===== src/rtl/regfile_wb_arbiter.sv =====
// Two-port writeback arbiter (ALU vs. load data) feeding a single register-file write port,
// with a per-register pending-write scoreboard. Define WB_STATS_EN to add conflict/writeback counters.
module regfile_wb_arbiter #(
  parameter int DATA_W = 32,
  parameter int ADDR_W = 5
) (
  input  logic                 clk,
  input  logic                 rst,
  input  logic                 alu_valid,
  input  logic [ADDR_W-1:0]    alu_addr,
  input  logic [DATA_W-1:0]    alu_data,
  output logic                 alu_ready,
  input  logic                 mem_valid,
  input  logic [ADDR_W-1:0]    mem_addr,
  input  logic [DATA_W-1:0]    mem_data,
  output logic                 mem_ready,
  input  logic                 issue_valid,
  input  logic [ADDR_W-1:0]    issue_addr,
  output logic                 rf_we,
  output logic [ADDR_W-1:0]    rf_waddr,
  output logic [DATA_W-1:0]    rf_wdata,
`ifdef WB_STATS_EN
  output logic [15:0]          conflict_cnt,
  output logic [15:0]          wb_cnt,
`endif
  output logic [2**ADDR_W-1:0] busy
);

  // Handshake: a requester transfers in a cycle where its valid and ready are both high.
  // Ready is a pure function of both valids, rst and last_mem; a requester that is
  // not granted must hold addr/data stable, nothing is buffered here.
  localparam int NREG = 2**ADDR_W;

  logic              last_mem;
  logic              conflict;
  logic              wb_fire;
  logic              wb_write;
  logic [ADDR_W-1:0] wb_addr;
  logic [DATA_W-1:0] wb_data;
  logic [NREG-1:0]   busy_next;

  assign conflict = alu_valid & mem_valid;

  always_comb begin
    alu_ready = 1'b0;
    mem_ready = 1'b0;
    if (!rst) begin
      if (conflict) begin
        alu_ready = last_mem;
        mem_ready = ~last_mem;
      end else begin
        alu_ready = alu_valid;
        mem_ready = mem_valid;
      end
    end
  end

  assign wb_fire  = alu_ready | mem_ready;
  assign wb_addr  = mem_ready ? mem_addr : alu_addr;
  assign wb_data  = mem_ready ? mem_data : alu_data;
  // Register 0 is hardwired: accepted but never written.
  assign wb_write = wb_fire && (wb_addr != '0);

  // Clear first, then set, so a same-cycle reservation of the written register survives.
  always_comb begin
    busy_next = busy;
    if (wb_write) busy_next[wb_addr] = 1'b0;
    if (issue_valid && (issue_addr != '0)) busy_next[issue_addr] = 1'b1;
    busy_next[0] = 1'b0;
  end

  always_ff @(posedge clk) begin
    if (rst) begin
      rf_we    <= 1'b0;
      rf_waddr <= '0;
      rf_wdata <= '0;
      busy     <= '0;
      last_mem <= 1'b1;
    end else begin
      rf_we <= wb_write;
      if (wb_write) begin
        rf_waddr <= wb_addr;
        rf_wdata <= wb_data;
      end
      busy <= busy_next;
      if (conflict) last_mem <= mem_ready;
    end
  end

`ifdef WB_STATS_EN
  always_ff @(posedge clk) begin
    if (rst) begin
      conflict_cnt <= '0;
      wb_cnt       <= '0;
    end else begin
      if (conflict && (conflict_cnt != 16'hFFFF)) conflict_cnt <= conflict_cnt + 16'd1;
      if (rf_we && (wb_cnt != 16'hFFFF)) wb_cnt <= wb_cnt + 16'd1;
    end
  end
`endif

endmodule


===== config.mk =====
export PLATFORM = sky130hd
export DESIGN_NAME = regfile_wb_arbiter
export DESIGN_NICKNAME = d
export VERILOG_FILES = /design/src/rtl/regfile_wb_arbiter.sv
export SDC_FILE = /design/constraint.sdc
export NUM_CORES = 1
export LEC_CHECK = 0
export ABC_AREA = 1
export BUFFER_PORTS_ARGS = -buffer_cell sky130_fd_sc_hd__buf_2
export CAP_MARGIN = 20
export CORE_MARGIN = 8
export CORE_UTILIZATION = 51
export CTS_BUF_LIST = sky130_fd_sc_hd__clkbuf_4 sky130_fd_sc_hd__clkbuf_8 sky130_fd_sc_hd__clkbuf_16
export DETAILED_ROUTE_END_ITERATION = 8
export GPL_TIMING_DRIVEN = 1
export PLACE_DENSITY = 0.95
export SLEW_MARGIN = 30
export SYNTH_ARGS = -nofsm -noshare
export SYNTH_HDL_FRONTEND = slang
export SYNTH_SLANG_ARGS = --single-unit

===== constraint.sdc =====
create_clock -name clk -period 2.6 [get_ports clk]
set_input_delay 0.13 -clock clk [delete_from_list [all_inputs] [get_ports clk]]
set_output_delay 0.13 -clock clk [all_outputs]
set_load 0.01 [all_outputs]

==> flow_summary.toml, run 1 <==
[synthesis]
yosysWarnings = 0
postSynth.topFlopCell = "sky130_fd_sc_hd__dfxtp_1"
synth-seq-cells = 70
avgSynthCellArea_sq_um = 6.50
ys_types = 26
synth_seq_area_share_pct = 41.0
synth_enable_flop_cells = 0
async_reset_ff_share_pct = 0
mappedNetlistNets = 610
netlist_instances = 526
mappedNetlistArea_sq_um = 3420

[global_routing]
pin_count_of_the_biggest_net_entering_global_routing = 38
antenna_violations_before_repair = 1
vias_in_the_first_global_route = 3847
overflow = 0
gr-usage-all-layers_pct = 21.9
grt_pass1_wl_mm = 17.4

[drt]
wire_per_inst_um = 14.6
initialDrtViolationCount = 187
via_per_inst = 5.21
post-route-drc-count = 0
dr_total_vias = 3937
routed_wirelength_mm = 11.0
ant_nets = 0
firstDrtPassIters = 5

[layout]
area.growth.synth_to_final_pct = 28.3
fillCellCount = 607
final_cell_mix = "180 x sky130_fd_sc_hd__nand2_1, 154 x sky130_fd_sc_hd__buf_2, 91 x sky130_fd_sc_hd__nor2_1"
final_layout_net_count = 753
mostFrequentLayoutCell = "sky130_fd_sc_hd__nand2_1"
fin_cells = 755
drive_above_1_share_pct = 28.6
multiInputGateArea_sq_um = 1800
final-seq-area_sq_um = 1400

[floorplan]
pin_count = 156
core_outline_area_sq_um = 6640
fp-row-count = 30
die_y_um = 97.9
floorplan.die_area_sq_um = 9580
initial_core_utilization_pct = 51.5
floorplan.die.width_um = 97.9

[timing]
clock.fmax_mhz = 442
finalMaxSlewViolations = 0
final-setup-viol-count = 0
clock-skew-final_ns = 0.00602
timing.slew.headroom_pct = 36.5
grt_setup_unrepaired = "false"
final_min_period_over_clock_period_pct = 87.1
report.final.hold_viol_count = 0
fin_tns_setup_ns = 0
timing_worst_slew_pin_value_ns = 0.945
finalWorstPathRequiredPeriod_ns = 2.26

[setup_path]
timing.critical_path.arrival_ns = 2.53
worst_path_max_delay_cell = "sky130_fd_sc_hd__dfxtp_1"
crit_path_max_fanout = 27
timing.critical_path.required_ns = 2.87
slowest_delay_ns = 0.37
dominant_delay_contributor_by_cell_family_on_the_critical_path = "simple AND/OR/NAND/NOR gates"
setup.reg_to_reg.worst_slack_ns = 0.34
critical_path.cell_chain = "nand3_4, nand2_4, nand2_1, nand2_2, nand2_1, nor2_4, nand2_4, nand2_2, buf_4, o21ai_0, nor2_1"
setup.worst_path.start_class = "register"
cp_bufs_invs = 1
worstSetupPathType = "reg2reg"
critPathCaptureType = "register"

[placement]
routabilityCongestion = 0.914
dp_hpwl_mm = 8.47
dp.cells = 738
count_of_input_and_output_buffers = 154

[run]
maxCapViolCount = 0

[power]
share_clk_of_total_power_pct = 35.6
power.share.combinational_pct = 18.3
switching_share_pct = 28.2
ir_drop_v = 0.000287
internal-power_mw = 1.80
total_leakage_power_nw = 2.21
power.density_nw_per_um2 = 570
netSwitchingPower_uw = 705
power.share.sequential_pct = 46.1

[clocking]
clock_tree.buffer_depth = 2
numClockSinks = 70
cts_setup_buffers = 0
postCtsResizedCells = 0
ctsHoldBuffers = 0
cts_root_buf = "sky130_fd_sc_hd__clkbuf_8"
clkLatencyLatePin_ns = 0.34
cts_clock_pin_slew_for_the_worst_setup_and_hold_paths_ns = 0.07
cts_inserted_buffers = 9
cts_tree = "built"
htreeDepth = 3

[hold_path]
hold_path_class = "in2reg"

[status]
status = "finished clean"
worst min-delay path: cells and delay by family:
| family | cells | cell delay, ns |
|---|---|---|
| buffers and inverters | 1 | 0.07 |
| AOI/OAI and AO/OA | 1 | 0.06 |
| and+or+nand+nor | 3 | 0.17 |
cells by family after synthesis:
kind of cell | count (synthesis) | share of synthesized area [%]
other | 1 | 0.110
and+or+nand+nor | 331 | 40.6
AOI/OAI and AO/OA | 80 | 11.9
buffers and inverters | 44 | 6.41
DFF | 70 | 41.0
state kept, by name, summed over array words and instances, names as in the netlist:
register	cells
rf_wdata	32
busy	31
rf_waddr	5
last_mem	1
rf_we	1
synthesized netlist by cell type, types with 2 or more instances:
master                     count  area share, %
sky130_fd_sc_hd__nand2_1     180             20
sky130_fd_sc_hd__nor2_1       91             10
sky130_fd_sc_hd__dfxtp_1      70             41
sky130_fd_sc_hd__a21oi_1      34            5.0
sky130_fd_sc_hd__nand3_1      32            4.7
sky130_fd_sc_hd__o21ai_1      27            4.0
sky130_fd_sc_hd__o21ai_0      17            2.5
sky130_fd_sc_hd__inv_1        14            1.5
sky130_fd_sc_hd__nor3_1       10            1.5
sky130_fd_sc_hd__clkbuf_1      9           0.99
sky130_fd_sc_hd__nand2_2       7            1.3
sky130_fd_sc_hd__buf_2         6           0.88
sky130_fd_sc_hd__buf_1         5           0.55
sky130_fd_sc_hd__buf_6         4            1.3
sky130_fd_sc_hd__buf_4         3           0.66
sky130_fd_sc_hd__nand4_1       3           0.55
sky130_fd_sc_hd__inv_2         2           0.22
sky130_fd_sc_hd__nand2_4       2           0.66
sky130_fd_sc_hd__nand3b_1      2           0.44
sky130_fd_sc_hd__nor2_4        2           0.66
through the flow:
step	power (mW)	hold slack [ns]	util, %	instance area (sq um)	worst slack, ns
floorplan	1.46	0.322	-	3420	1.04
global placement	1.61	0.448	62.9	4180	0.530
detailed placement	1.63	0.454	62.9	4180	0.396
CTS	2.51	0.118	66.0	4380	0.358
global route	2.62	0.138	66.0	4390	0.129
finish	2.50	0.127	66.0	4390	0.336
layer usage:
layer  part of all wire, %  global-route usage (%)  up-vias
met2                    49                    39.6      180
li1                      -                       -     1964
met1                    39                    22.3     1764
met5                     0                       0        -
met3                   9.3                    7.11       29
met4                   2.8                    10.4        0
power groups by stage:
stage / clock network, mW / registers, mW / logic (mW)
floorplan: 0 / 1.20 / 0.252
global placement: 0 / 1.18 / 0.435
detailed placement: 0 / 1.18 / 0.454
CTS: 0.901 / 1.15 / 0.456
global route: 0.952 / 1.16 / 0.507
finish: 0.890 / 1.15 / 0.458
path summary, 6_finish.rpt:
| check | start | end | depth (start not counted) |
|---|---|---|---|
| max | last_mem$_SDFFE_PP1P_ | rf_wdata[13]$_SDFFE_PP0N_ | 11 |
| min | mem_data[20] | rf_wdata[20]$_SDFFE_PP0N_ | 5 |
| max reg2reg | last_mem$_SDFFE_PP1P_ | rf_wdata[13]$_SDFFE_PP0N_ | 11 |
| min reg2reg | rf_waddr[1]$_SDFFE_PP0N_ | rf_waddr[1]$_SDFFE_PP0N_ | 2 |
cell type report:
class	instances	share of cell area (%)
clock buffer	12	3.62
timing repair buffer	159	18.4
tap	80	2.28
inverter	17	1.57
sequential	70	31.9
multi-input combinational	412	41.1
antenna	1	0.0570
clock inverter	4	1.03
No activity file was read; power rests on OpenSTA's default activity.
==> run 2: changes to the inputs <==
--- a/config.mk
+++ b/config.mk
@@ -9,11 +9,11 @@
 export BUFFER_PORTS_ARGS = -buffer_cell sky130_fd_sc_hd__buf_2
 export CAP_MARGIN = 20
 export CORE_MARGIN = 8
-export CORE_UTILIZATION = 51
+export CORE_UTILIZATION = 36
 export CTS_BUF_LIST = sky130_fd_sc_hd__clkbuf_4 sky130_fd_sc_hd__clkbuf_8 sky130_fd_sc_hd__clkbuf_16
 export DETAILED_ROUTE_END_ITERATION = 8
 export GPL_TIMING_DRIVEN = 1
-export PLACE_DENSITY = 0.95
+export PLACE_DENSITY = 0.73
 export SLEW_MARGIN = 30
 export SYNTH_ARGS = -nofsm -noshare
 export SYNTH_HDL_FRONTEND = slang
==> flow_summary.toml, run 2 (synthesized netlist as in run 1, its figures left out) <==
[drt]
via_per_inst = 4.80
wire_per_inst_um = 13.8
initialDrtViolationCount = 191
dr_total_vias = 3854
post-route-drc-count = 0
firstDrtPassIters = 4
routed_wirelength_mm = 11.1
ant_nets = 0

[layout]
largest-register = "rf_wdata"
area.growth.synth_to_final_pct = 29.4
final_cell_utilization_of_the_core_pct = 47.9
final_cell_mix = "180 x sky130_fd_sc_hd__nand2_1, 154 x sky130_fd_sc_hd__buf_2, 91 x sky130_fd_sc_hd__nor2_1"
largest_register_ffs = 32
n_antenna_cell = 0
drive_above_1_share_pct = 28.6
reg.largest.list = "rf_wdata: 32 flops, busy: 31 flops, rf_waddr: 5 flops"
fin_cells = 803
layout.cell_area.non_filler_sq_um = 4420
final_layout_net_count = 754
mostFrequentLayoutCell = "sky130_fd_sc_hd__nand2_1"

[hold_path]
min-delay-start = "mem_data[10]"
hold_path_class = "in2reg"

[power]
power_mw = 2.40
total_leakage_power_nw = 2.20
power.density_nw_per_um2 = 543
ir_drop_v = 0.000246

[floorplan]
fp-row-count = 35
initial_core_utilization_pct = 37.0
floorplan.die.width_um = 113
pin_count = 156
core_outline_area_sq_um = 9240
floorplan.die_area_sq_um = 12900
die_y_um = 113

[setup_path]
worstSetupPathType = "reg2reg"
timing.critical_path.required_ns = 2.87
critical_path.startpoint = "last_mem$_SDFFE_PP1P_"
timing.critical_path.arrival_ns = 2.42
critical_path.cell_chain = "nand3_4, nand2_4, nand2_1, nand2_2, nand2_1, nor2_4, nand2_4, nand2_2, buf_4, o21ai_0, nor2_1"
crit_path_max_fanout = 34
setup.reg_to_reg.worst_slack_ns = 0.46
setup.worst_path.start_class = "register"
worst_path_max_delay_cell = "sky130_fd_sc_hd__dfxtp_1"
critPathCaptureType = "register"
crit-reg2reg-launch = "last_mem$_SDFFE_PP1P_"
slowest_delay_ns = 0.38

[global_routing]
antenna_violations_before_repair = 0
vias_in_the_first_global_route = 3787
gr-usage-all-layers_pct = 16.7
grt_pass1_wl_mm = 17.6
pin_count_of_the_biggest_net_entering_global_routing = 38
overflow = 0

[timing]
clock-skew-final_ns = 0.00613
hold-worst-slack_ns = 0.115
final_min_period_over_clock_period_pct = 82.5
finalMaxSlewViolations = 0
clock.fmax_mhz = 466
final-setup-viol-count = 0
report.final.hold_viol_count = 0
timing.slew.headroom_pct = 43.6
fin_tns_setup_ns = 0
final_critical_path_setup_slack_ns = 0.456
finalWorstPathRequiredPeriod_ns = 2.14
timing_worst_slew_pin_value_ns = 0.840
grt_setup_unrepaired = "false"

[placement]
dp_hpwl_mm = 8.51
routabilityCongestion = 0.851
place_worst_setup_slack_ns = 0.442
placed_cell_area_sq_um = 4250
dp.cells = 788
count_of_input_and_output_buffers = 154

[clocking]
postCtsResizedCells = 0
cts_root_buf = "sky130_fd_sc_hd__clkbuf_8"
cts_tree = "built"
htreeDepth = 3
numClockSinks = 70
clkLatencyLatePin_ns = 0.34
ctsHoldBuffers = 0
cts_clock_pin_slew_for_the_worst_setup_and_hold_paths_ns = 0.07
cts_inserted_buffers = 9
clock_tree.buffer_depth = 2
cts_setup_buffers = 0

[status]
status = "finished clean"

[run]
maxCapViolCount = 0
run 2: cell count changes in the layout (fill, tap and decap cells not counted), sizes merged:
cell / previous run / this run
clkbuf: 12 / 11
inv: 16 / 15
buf: 159 / 160
diode: 1 / 0
clkinv: 4 / 5
bufinv: 1 / 0
clkinvlp: 0 / 1
run 2: where the power goes:
part / internal [mW] / total, mW / switching, mW
clock network: 0.388 / 0.790 / 0.402
registers: 1.13 / 1.15 / 0.0268
logic: 0.169 / 0.457 / 0.288
total: 1.68 / 2.40 / 0.717
run 2: path summary, 6_finish.rpt:
path,cells after the start,to
setup / recovery,11,rf_wdata[15]$_SDFFE_PP0N_
hold reg to reg,2,busy[15]$_SDFF_PP0_
setup reg to reg,11,rf_wdata[15]$_SDFFE_PP0N_
hold / removal,5,rf_wdata[10]$_SDFFE_PP0N_
run 2: layer usage:
layer	up-vias	wire [um]	share of wire (%)	track usage [%]
met5	-	0	0	0
met4	0	73	0.66	4.44
met3	8	1030	9.3	5.76
met2	144	5300	48	29.2
met1	1736	4660	42	18.9
li1	1966	-	-	-
run 2: worst max-delay path: cells and delay by family, from the launching register on:
kind,cells,cell delay [ns]
AND/OR/NAND/NOR,9,1.21
AO/OA/AOI/OAI,1,0.13
buffers and inverters,1,0.33
flip-flops,1,0.38
run 2: layout make-up:
type / instances / area (sq um)
fill: 934 / 4820
multi-input combinational: 412 / 1800
sequential: 70 / 1400
timing repair buffer: 160 / 816
tap: 129 / 161
clock buffer: 11 / 151
inverter: 17 / 68.8
clock inverter: 4 / 22.5
